===== config.mk =====
export PLATFORM = sky130hd
export DESIGN_NAME = bomb_manager
export DESIGN_NICKNAME = d
export VERILOG_FILES = /design/src/rtl/bomberman_pkg.sv /design/src/rtl/bomb_slot.sv /design/src/rtl/bomb_manager.sv
export SDC_FILE = /design/constraint.sdc
export NUM_CORES = 1
export LEC_CHECK = 0
export BUFFER_PORTS_ARGS = -buffer_cell sky130_fd_sc_hd__buf_2
export CAP_MARGIN = 20
export CORE_ASPECT_RATIO = 0.8
export CORE_UTILIZATION = 45
export CTS_CLUSTER_DIAMETER = 80
export CTS_CLUSTER_SIZE = 28
export DETAILED_ROUTE_END_ITERATION = 12
export PLACE_DENSITY = 0.63
export REMOVE_ABC_BUFFERS = 1
export SYNTH_ARGS = -nofsm -noshare
export SYNTH_HDL_FRONTEND = slang
export SYNTH_SLANG_ARGS = --single-unit
export TNS_END_PERCENT = 10

===== constraint.sdc =====
create_clock -name clk -period 6.01 [get_ports clk]
set_clock_uncertainty 0.1 [all_clocks]
set_input_delay 0.601 -clock clk [delete_from_list [all_inputs] [get_ports clk]]
set_output_delay 0.601 -clock clk [all_outputs]
set_load 0.02 [all_outputs]

===== src/rtl/bomberman_pkg.sv =====
// Shared types for the bomb manager: coordinate and player-id widths, slot-state encoding, cell distance helper.
package bomberman_pkg;

    localparam int GRID_DEF = 10;
    localparam int COORD_W  = 4;
    localparam int PID_W    = 1;
    localparam int FUSE_W   = 4;

    typedef logic [COORD_W-1:0] coord_t;

    typedef enum logic [1:0] {
        SLOT_IDLE    = 2'd0,
        SLOT_ARMED   = 2'd1,
        SLOT_PENDING = 2'd2
    } slot_state_e;

    // |a-b| evaluated with a sign bit so 0-15 never wraps to a small value
    function automatic logic [4:0] cell_dist(input coord_t a, input coord_t b);
        logic signed [4:0] diff;
        diff = $signed({1'b0, a}) - $signed({1'b0, b});
        if (diff < 5'sd0) begin
            cell_dist = 5'(-diff);
        end else begin
            cell_dist = 5'(diff);
        end
    endfunction

endpackage


===== src/rtl/bomb_slot.sv =====
// One bomb slot: holds the cell, owner and fuse of a single bomb and walks IDLE -> ARMED -> PENDING -> IDLE.
module bomb_slot
    import bomberman_pkg::*;
#(
    parameter int FUSE_TICKS = 3
) (
    input  logic             clk,
    input  logic             rst,
    input  logic             load,
    input  coord_t           load_x,
    input  coord_t           load_y,
    input  logic [PID_W-1:0] load_owner,
    input  logic             tick,
    input  logic             free,
    input  logic             chain_hit,
    output slot_state_e      state,
    output coord_t           x,
    output coord_t           y,
    output logic [PID_W-1:0] owner
);

    slot_state_e       state_r, state_nxt_s;
    logic [FUSE_W-1:0] fuse_r, fuse_nxt_s;
    coord_t            x_r, y_r;
    logic [PID_W-1:0]  owner_r;

    // Next-state and fuse countdown; a chain hit overrides the fuse entirely
    always_comb begin
        state_nxt_s = state_r;
        fuse_nxt_s  = fuse_r;
        case (state_r)
            SLOT_IDLE: begin
                if (load) begin
                    state_nxt_s = SLOT_ARMED;
                    fuse_nxt_s  = FUSE_W'(FUSE_TICKS);
                end else begin
                    state_nxt_s = SLOT_IDLE;
                end
            end
            SLOT_ARMED: begin
                if (chain_hit) begin
                    state_nxt_s = SLOT_PENDING;
                end else if (tick && (fuse_r == FUSE_W'(1))) begin
                    state_nxt_s = SLOT_PENDING;
                end else if (tick) begin
                    fuse_nxt_s = fuse_r - FUSE_W'(1);
                end else begin
                    state_nxt_s = SLOT_ARMED;
                end
            end
            SLOT_PENDING: begin
                if (free) begin
                    state_nxt_s = SLOT_IDLE;
                end else begin
                    state_nxt_s = SLOT_PENDING;
                end
            end
            default: begin
                state_nxt_s = SLOT_IDLE;
                fuse_nxt_s  = '0;
            end
        endcase
    end

    // State, fuse and captured bomb cell/owner
    always_ff @(posedge clk) begin
        if (rst) begin
            state_r <= SLOT_IDLE;
            fuse_r  <= '0;
            x_r     <= '0;
            y_r     <= '0;
            owner_r <= '0;
        end else begin
            state_r <= state_nxt_s;
            fuse_r  <= fuse_nxt_s;
            if (load && (state_r == SLOT_IDLE)) begin
                x_r     <= load_x;
                y_r     <= load_y;
                owner_r <= load_owner;
            end
        end
    end

    assign state = state_r;
    assign x     = x_r;
    assign y     = y_r;
    assign owner = owner_r;

endmodule


===== src/rtl/bomb_manager.sv =====
// Bomb manager top: drop allocation for two players, per-slot fuses, and a valid/ready blast event stream.
// Optional build macro CHAIN_REACTION_EN: a handshaken blast detonates ARMED bombs in line within RADIUS.
module bomb_manager
    import bomberman_pkg::*;
#(
    parameter int GRID       = GRID_DEF,
    parameter int NUM_SLOTS  = 4,
    parameter int MAX_PER_PL = 2,
    parameter int FUSE_TICKS = 3,
    parameter int RADIUS     = 2
) (
    input  logic         clk,
    input  logic         rst,
    input  logic         tick,
    input  logic [1:0]   place_req,
    input  logic [3:0]   place_x0,
    input  logic [3:0]   place_y0,
    input  logic [3:0]   place_x1,
    input  logic [3:0]   place_y1,
    output logic [1:0]   place_ack,
    output logic [1:0]   place_nak,
    output logic         blast_valid,
    input  logic         blast_ready,
    output logic [3:0]   blast_x,
    output logic [3:0]   blast_y,
    output logic         blast_owner,
    output logic [2:0]   blast_radius,
    output logic [2:0]   live_count
);

    localparam int SLOT_W = (NUM_SLOTS > 1) ? $clog2(NUM_SLOTS) : 1;

    slot_state_e      slot_state_s [NUM_SLOTS];
    coord_t           slot_x_s     [NUM_SLOTS];
    coord_t           slot_y_s     [NUM_SLOTS];
    logic [PID_W-1:0] slot_owner_s [NUM_SLOTS];
    coord_t           load_x_s     [NUM_SLOTS];
    coord_t           load_y_s     [NUM_SLOTS];
    logic [PID_W-1:0] load_owner_s [NUM_SLOTS];
    logic [NUM_SLOTS-1:0] busy_s, load_s, free_s, chain_hit_s;

    logic [SLOT_W-1:0] idle_a_s, idle_b_s, idx1_s, pend_idx_s, blast_sel_r;
    logic              idle_a_found_s, idle_b_found_s, pend_found_s;
    logic              hit0_s, hit1_s, ok0_s, ok1_s, same_cell_s, hs_s;
    logic [3:0]        cnt0_s, cnt1_s;

    logic [1:0] place_ack_r, place_nak_r;
    logic       blast_valid_r, blast_owner_r;
    coord_t     blast_x_r, blast_y_r;
    logic [2:0] live_count_r;

    for (genvar g = 0; g < NUM_SLOTS; g++) begin : g_slot
        bomb_slot #(.FUSE_TICKS(FUSE_TICKS)) u_slot (
            .clk       (clk),
            .rst       (rst),
            .load      (load_s[g]),
            .load_x    (load_x_s[g]),
            .load_y    (load_y_s[g]),
            .load_owner(load_owner_s[g]),
            .tick      (tick),
            .free      (free_s[g]),
            .chain_hit (chain_hit_s[g]),
            .state     (slot_state_s[g]),
            .x         (slot_x_s[g]),
            .y         (slot_y_s[g]),
            .owner     (slot_owner_s[g])
        );
    end

    // Drop evaluation: player 1 is judged as if player 0's accepted bomb were already placed
    always_comb begin
        hit0_s = 1'b0;  hit1_s = 1'b0;
        cnt0_s = 4'd0;  cnt1_s = 4'd0;
        idle_a_s = '0;  idle_b_s = '0;
        idle_a_found_s = 1'b0;
        idle_b_found_s = 1'b0;
        busy_s = '0;
        for (int i = 0; i < NUM_SLOTS; i++) begin
            busy_s[i] = (slot_state_s[i] != SLOT_IDLE);
            if (busy_s[i]) begin
                hit0_s = hit0_s | ((slot_x_s[i] == place_x0) && (slot_y_s[i] == place_y0));
                hit1_s = hit1_s | ((slot_x_s[i] == place_x1) && (slot_y_s[i] == place_y1));
                cnt0_s = cnt0_s + ((slot_owner_s[i] == 1'b0) ? 4'd1 : 4'd0);
                cnt1_s = cnt1_s + ((slot_owner_s[i] == 1'b1) ? 4'd1 : 4'd0);
            end else if (!idle_a_found_s) begin
                idle_a_found_s = 1'b1;
                idle_a_s       = SLOT_W'(i);
            end else if (!idle_b_found_s) begin
                idle_b_found_s = 1'b1;
                idle_b_s       = SLOT_W'(i);
            end else begin
                idle_b_found_s = 1'b1;
            end
        end
        same_cell_s = (place_x0 == place_x1) && (place_y0 == place_y1);
        ok0_s = place_req[0] && (place_x0 < COORD_W'(GRID)) && (place_y0 < COORD_W'(GRID))
                && !hit0_s && (cnt0_s < 4'(MAX_PER_PL)) && idle_a_found_s;
        ok1_s = place_req[1] && (place_x1 < COORD_W'(GRID)) && (place_y1 < COORD_W'(GRID))
                && !hit1_s && !(ok0_s && same_cell_s) && (cnt1_s < 4'(MAX_PER_PL))
                && (ok0_s ? idle_b_found_s : idle_a_found_s);
        idx1_s = ok0_s ? idle_b_s : idle_a_s;
    end

    // Steer accepted drops onto their slots
    always_comb begin
        load_s = '0;
        for (int i = 0; i < NUM_SLOTS; i++) begin
            load_s[i]       = (ok0_s && (idle_a_s == SLOT_W'(i))) || (ok1_s && (idx1_s == SLOT_W'(i)));
            load_x_s[i]     = (ok0_s && (idle_a_s == SLOT_W'(i))) ? place_x0 : place_x1;
            load_y_s[i]     = (ok0_s && (idle_a_s == SLOT_W'(i))) ? place_y0 : place_y1;
            load_owner_s[i] = (ok0_s && (idle_a_s == SLOT_W'(i))) ? 1'b0 : 1'b1;
        end
    end

    // Lowest-index PENDING slot, plus release and chain strobes for the blast being handshaken
    always_comb begin
        pend_idx_s   = '0;
        pend_found_s = 1'b0;
        free_s       = '0;
        chain_hit_s  = '0;
        hs_s         = blast_valid_r && blast_ready;
        for (int i = NUM_SLOTS - 1; i >= 0; i--) begin
            pend_found_s = pend_found_s | (slot_state_s[i] == SLOT_PENDING);
            pend_idx_s   = (slot_state_s[i] == SLOT_PENDING) ? SLOT_W'(i) : pend_idx_s;
        end
        for (int i = 0; i < NUM_SLOTS; i++) begin
            free_s[i] = hs_s && (blast_sel_r == SLOT_W'(i));
`ifdef CHAIN_REACTION_EN
            chain_hit_s[i] = hs_s && (slot_state_s[i] == SLOT_ARMED)
                && (((slot_y_s[i] == blast_y_r) && (cell_dist(slot_x_s[i], blast_x_r) <= 5'(RADIUS)))
                 || ((slot_x_s[i] == blast_x_r) && (cell_dist(slot_y_s[i], blast_y_r) <= 5'(RADIUS))));
`else
            chain_hit_s[i] = 1'b0;
`endif
        end
    end

    // Registered drop responses, live counter and the blast output holding register
    always_ff @(posedge clk) begin
        if (rst) begin
            place_ack_r   <= 2'b00;
            place_nak_r   <= 2'b00;
            live_count_r  <= 3'd0;
            blast_valid_r <= 1'b0;
            blast_x_r     <= '0;
            blast_y_r     <= '0;
            blast_owner_r <= 1'b0;
            blast_sel_r   <= '0;
        end else begin
            place_ack_r  <= {ok1_s, ok0_s};
            place_nak_r  <= place_req & ~{ok1_s, ok0_s};
            live_count_r <= live_count_r + 3'(ok0_s) + 3'(ok1_s) - 3'(hs_s);
            if (hs_s) begin
                blast_valid_r <= 1'b0;
            end else if (!blast_valid_r && pend_found_s) begin
                blast_valid_r <= 1'b1;
                blast_x_r     <= slot_x_s[pend_idx_s];
                blast_y_r     <= slot_y_s[pend_idx_s];
                blast_owner_r <= slot_owner_s[pend_idx_s];
                blast_sel_r   <= pend_idx_s;
            end
        end
    end

    assign place_ack    = place_ack_r;
    assign place_nak    = place_nak_r;
    assign blast_valid  = blast_valid_r;
    assign blast_x      = blast_x_r;
    assign blast_y      = blast_y_r;
    assign blast_owner  = blast_owner_r;
    assign blast_radius = 3'(RADIUS);
    assign live_count   = live_count_r;

endmodule

== Yosys cells after proc, flatten, opt, wreduce, memory -nomap -nowiden ==
Index checks and enable logic that the tools add are counted.
Widths: inputs -> output; s select.
Word-level totals
  register bits: 79
  input port bits: 22
  word-level logic and storage cells: 295
Cells by class
  order comparisons: 7
  bitwise logic cells: 17
  $add $sub $neg: 13
  mux-type cells: 107
  eq/ne operators: 55
  reduce and logical (&&, ||, !) cells: 68
Operators with widths (count)
  $mux 4: 30
  $eq 4x4->1: 18
  $mux 2: 24
  $pmux 4 s3: 4
  $logic_and 1x1->1: 43
  $mux 1: 42
  $add 4x1->4: 6
  $pmux 2 s3: 4
  $eq 2x2->1 const B: 10
  $bmux 4 s2: 2
  $eq 4x1->1 const B: 4
  $lt 4x4->1 const B: 4
  $ne 2x2->1 const B: 8
  $reduce_and 4->1: 4
  $sub 4x1->4 const B: 4
  $eq 2x1->1 const B: 7
  $logic_not 2->1: 7
  $ne 3x2->1 const B: 4
  $or 1x1->1: 9
  $lt 4x2->1 const B: 2
  $ne 2x1->1 const B: 4
  $reduce_bool 2->1: 4
  $add 3x1->3: 2
  $not 1->1: 5
  10 further kinds: 16

== Depth between registers and ports, before layout ==
  depth in word-level cells: 22
  gate-level depth with buffers: 23
  depth with buffers taken out: 23

== Hierarchy ==
A second synthesis with hierarchy kept.
Second synthesis, totals
  cell total of the unflattened synthesis: 674
  area total of the unflattened synthesis: 5890.6 sq um
By module, submodules not included
  bomb_manager: area each 3108.0 sq um, times used 1, sequential area each 380.4 sq um, cells an instance 385
  bomb_slot (g_slot[2].u_slot ...): area each 701.9 sq um, times used 2, sequential area each 300.3 sq um, cells an instance 72
  bomb_slot (g_slot[1].u_slot): area each 693.2 sq um, times used 1, sequential area each 300.3 sq um, cells an instance 73
  bomb_slot (g_slot[0].u_slot): area each 685.7 sq um, times used 1, sequential area each 300.3 sq um, cells an instance 72

== Worst setup path before layout ==
OpenSTA, ideal clock, no wires.
  path type: flip-flop to flip-flop
  start point: register g_slot[0].u_slot.state_r[1]
  end point: register live_count_r[2] (netlist: live_count[2])
  stages on the path, launching flop included: 24
  path buffers: 0
  path slack: 1.230 ns
  arrival time: 4.553 ns
  required time: 5.782 ns
  cells stage by stage: dfxtp_1 or2_2 inv_1 nor2_1 ha_1 nand2_1 nand2_1 ha_1 ha_1 nand2_1 o21ai_0 ha_1 o22a_1 a211o_1 a211o_1 o21bai_1 nor2_4 inv_2 ha_1 inv_1 fa_1 fa_1 xnor2_1 nor2_1
Between the ends
  longest elaborated chain between the ends: 19
  elaborated cells on any way between the ends: 55
RTL lines
  start: declaration: line bomb_slot.sv:22  | slot_state_e state_r, state_nxt_s;
  start signal: assignment: line bomb_slot.sv:74  | state_r <= state_nxt_s;
  $reduce_bool 2->1 *: line bomb_manager.sv:79  | busy_s[i] = (slot_state_s[i] != SLOT_IDLE);
  parallel branches: the longest is 16 deep, another holds $add 4x1->4
  $add 3x1->3 *: line bomb_manager.sv:152  | live_count_r <= live_count_r + 3'(ok0_s) + 3'(ok1_s) - 3'(hs_s);
  $sub 3x1->3 *: line bomb_manager.sv:152
  end signal: assignment: line bomb_manager.sv:152
  end: declaration: line bomb_manager.sv:50  | logic [2:0] live_count_r;
Mark *: on every way between the ends.
A chain may end at the register's enable or synchronous reset.

== Final worst setup path ==
Ends and elaborated chain as after synthesis.

==> run summary <==
status -> complete, no violations
P_int -> 0.957 mW
fin. max-slew vios -> 0
first-pass GRT wire length -> 25.9 mm
WL per Instance -> 18.6 um
mux share of post-synthesis cell area -> 0.0507
placer congestion estimate -> 0.889
Die W -> 127 um
Fill cells -> 1178
Final Critical Period -> 5.27 ns
vias in the first global route -> 4741
hold path depth -> 2
Layout area overhead -> 8.26%
TritonCTS clock tree -> yes
Resized Gates After CTS -> 0
Async SR Flop Fraction -> 0
leakage dissipation -> 2.41 nW
Logic pwr share -> 0.219
root buffer cell -> clkbuf_16
Netlist cell types -> 67
max-cap violations -> 0
# diodes -> 0
Avg Cell Area, Syn -> 7.88 sq um
fin crit share -> 0.877
Max Freq -> 190 MHz
Final Hold Fails -> 0
post-DP HPWL -> 12.0 mm
hold endpoint -> g_slot[3].u_slot.fuse_r[1]$_SDFFE_PP0P_
IO buf count -> 38
Vias -> 5324
fin nets -> 763
GRT Total Usage -> 0.261
final setup vio count -> 0
DRC viols -> 0
CP max FO -> 8
largest net degree at the start of global routing -> 71
Worst Path Required -> 6.11 ns
Via density -> 5.96
core area -> 0.0122 sq mm
critical path arrival -> 5.37 ns
fin util -> 0.501
Primary FF master, synth -> dfxtp_1
CTS Buf Count -> 9
Cells after Synth -> 717
sw power -> 0.429 mW
clk_lat worst skew -> 0.35 ns
hold_sp -> g_slot[3].u_slot.fuse_r[1]$_SDFFE_PP0P_
DRT antenna net count -> 0
Net Sw Frac -> 0.309
min-delay worst type -> register to register
# IOs -> 42
DRT Pass-1 Iters -> 5
end of the worst register-to-register path -> live_count[2]$_SDFF_PP0_
EDFF count, synth -> 0
H-tree depth reported by CTS -> 3
worst hold slack -> 0.375 ns
worst relative slew slack -> 0.276
die area -> 0.0130 sq mm
Post-CTS Setup Bufs -> 0
Reg-to-Reg Start -> g_slot[0].u_slot.state[1]$_SDFFE_PP0P_
clock buffer depth -> 2
FF-to-FF path depth -> 23
storage element area -> 0.00158 sq mm
Initial DRC Count -> 479
Syn Std Cell Area -> 0.00565 sq mm
xor/xnor cell area share of the yosys netlist -> 0.116
clk sinks -> 79
num rows -> 36
Setup crit end kind -> register
initial antenna violation count -> 0
Fin Setup TNS -> 0 ns
Die Y -> 102 um
combinational family with the most area after synthesis -> simple AND/OR/NAND/NOR gates
Initial Utilization -> 0.463
sequential share of power -> 0.422
Seq/Total Area, Yosys -> 0.280
Worst Setup Start Kind -> register
layout cells sized above 1 -> 0.114
hold buffer count at CTS -> 0
R2R Setup Slk -> 0.74 ns
Total Power -> 1.39 mW
DRT Wirelength -> 16.6 mm
warnings from Yosys -> 0
multi-input logic area -> 0.00370 sq mm
GR Overflow Total -> 0
worst slew pin tran -> 1.08 ns
RSZ-0062 raised after global routing -> no
peak supply drop -> 0.153 mV
Clk pwr share -> 0.359
Reg clk slew, reported paths -> 0.06 ns
critical path class -> register to register
Simple-Gate Fraction of Synth Area -> 0.222
FF+latch count, synth -> 79
Synth Area in Compound Gates -> 0.211
adder-cell share of the synthesized area -> 0.0536
Power Density -> 227 mW/mm^2
-- flip-flops by register name, indices dropped and copies added (netlist names) --
| signal | count |
|---|---|
| g_slot.u_slot.owner | 4 |
| blast_x | 4 |
| g_slot.u_slot.x | 16 |
| live_count | 3 |
| place_ack | 2 |
| place_nak | 2 |
| g_slot.u_slot.state | 8 |
| blast_y | 4 |
| blast_sel_r | 2 |
| g_slot.u_slot.fuse_r | 16 |
| blast_owner | 1 |
| blast_valid | 1 |
| g_slot.u_slot.y | 16 |
-- worst max-delay path by stage --
| stage | start | to | cells after the start |
|---|---|---|---|
| floorplan | g_slot[0].u_slot.state[1]$_SDFFE_PP0P_ | g_slot[1].u_slot.x[0]$_SDFFE_PP0P_ | 19 |
| detailed placement | g_slot[0].u_slot.state[1]$_SDFFE_PP0P_ | live_count[2]$_SDFF_PP0_ | 23 |
| CTS | g_slot[0].u_slot.state[1]$_SDFFE_PP0P_ | live_count[2]$_SDFF_PP0_ | 23 |
| global placement | g_slot[0].u_slot.state[1]$_SDFFE_PP0P_ | live_count[2]$_SDFF_PP0_ | 23 |
| global route | g_slot[0].u_slot.state[1]$_SDFFE_PP0P_ | live_count[2]$_SDFF_PP0_ | 23 |
| finish | g_slot[0].u_slot.state[1]$_SDFFE_PP0P_ | live_count[2]$_SDFF_PP0_ | 23 |
-- cells by family after synthesis --
| group | after synthesis |
|---|---|
| other | 2 |
| XOR/XNOR | 75 |
| AND/OR/NAND/NOR | 250 |
| AO/OA/AOI/OAI | 176 |
| flip-flops | 79 |
| buffers and inverters | 84 |
| adder cells (fa/ha/maj) | 23 |
| multiplexers | 28 |
-- power by group through the flow --
stage	registers (mW)	logic, mW	clock network (mW)
after floorplan	0.593	0.192	0
after global placement	0.594	0.292	0
after detailed placement	0.596	0.297	0
after CTS	0.585	0.299	0.509
after global routing	0.590	0.334	0.528
final	0.585	0.304	0.497
-- routing by layer --
layer / vias up / track usage / wire (um)
met2: 177 / 0.388 / 7220
met5: - / 0 / 0
met1: 2574 / 0.382 / 7970
li1: 2556 / - / -
met4: 0 / 0.0705 / 189
met3: 17 / 0.0503 / 1240
-- synth_stat cells (3+ instances only) --
cell type | number | area [sq um]
nand3_1 | 29 | 145
a21o_1 | 10 | 75.1
a31o_2 | 8 | 70.1
dfxtp_1 | 79 | 1580
a31oi_1 | 6 | 37.5
buf_2 | 23 | 115
nor2b_1 | 9 | 56.3
buf_4 | 4 | 30.0
nor3_1 | 27 | 135
nor3b_1 | 3 | 22.5
a21oi_1 | 49 | 245
o211ai_1 | 3 | 22.5
mux2i_1 | 26 | 260
nand2b_1 | 6 | 37.5
a32oi_1 | 3 | 26.3
a211o_1 | 4 | 35.0
ha_1 | 21 | 263
or3_1 | 11 | 68.8
nor4_1 | 12 | 75.1
xnor2_1 | 27 | 236
inv_1 | 24 | 90.1
o21ai_0 | 29 | 145
nand2_1 | 65 | 244
nand4_1 | 12 | 75.1
xor2_1 | 48 | 420
and2_1 | 14 | 87.6
o21a_1 | 3 | 22.5
a211oi_1 | 12 | 90.1
nand3b_1 | 4 | 30.0
clkbuf_1 | 27 | 101
a221oi_1 | 3 | 26.3
or2_2 | 3 | 18.8
nor2_1 | 45 | 169
a311oi_1 | 19 | 166
o22ai_1 | 4 | 25.0
-- worst max-delay path: stages, from the launching register on --
cell	delay, ns
dfxtp_1	0.37
or2_2	0.39
inv_1	0.17
nor2_1	0.09
ha_1	0.27
nand2_1	0.06
nand2_1	0.07
ha_1	0.18
ha_1	0.31
nand2_1	0.07
o21ai_0	0.08
ha_1	0.25
o22a_1	0.18
a211o_1	0.26
a211o_1	0.26
o21bai_1	0.28
nor2_4	0.30
inv_2	0.12
ha_1	0.29
inv_1	0.05
fa_1	0.39
fa_1	0.39
xnor2_1	0.16
nor2_1	0.05
-- per-stage QoR --
stage | cells | worst slack, ns | instance area, sq um
2_1_floorplan | 660 | 0.826 | 5380
3_3_place_gp | 877 | 0.983 | 5850
3_5_place_dp | 877 | 0.771 | 5850
4_1_cts | 892 | 0.771 | 6110
5_1_grt | 893 | 0.427 | 6120
6_report | 893 | 0.741 | 6120
-- layout make-up --
cell class | count | area share
flip-flops and latches | 79 | 0.258
well taps | 171 | 0.0350
clock inverters | 1 | 0.000818
clock buffers | 14 | 0.0415
inverters | 26 | 0.0160
repair buffers | 47 | 0.0427
multi-input cells | 555 | 0.606
-- cells in the final DEF (no fill, tap or decap), drive strengths merged, types with 8 or more instances in the layout --
cell type / count
nor4: 12
or3: 11
clkbuf: 14
a21o: 10
nor2b: 9
a21oi: 49
a211oi: 12
nor2: 47
a311oi: 19
buf: 47
nand2: 65
xnor2: 27
nor3: 28
dfxtp: 79
nand3: 29
a31o: 8
and2: 15
nand4: 12
ha: 21
mux2i: 26
xor2: 48
o21ai: 31
inv: 25
(Power assumes the default switching activity.)
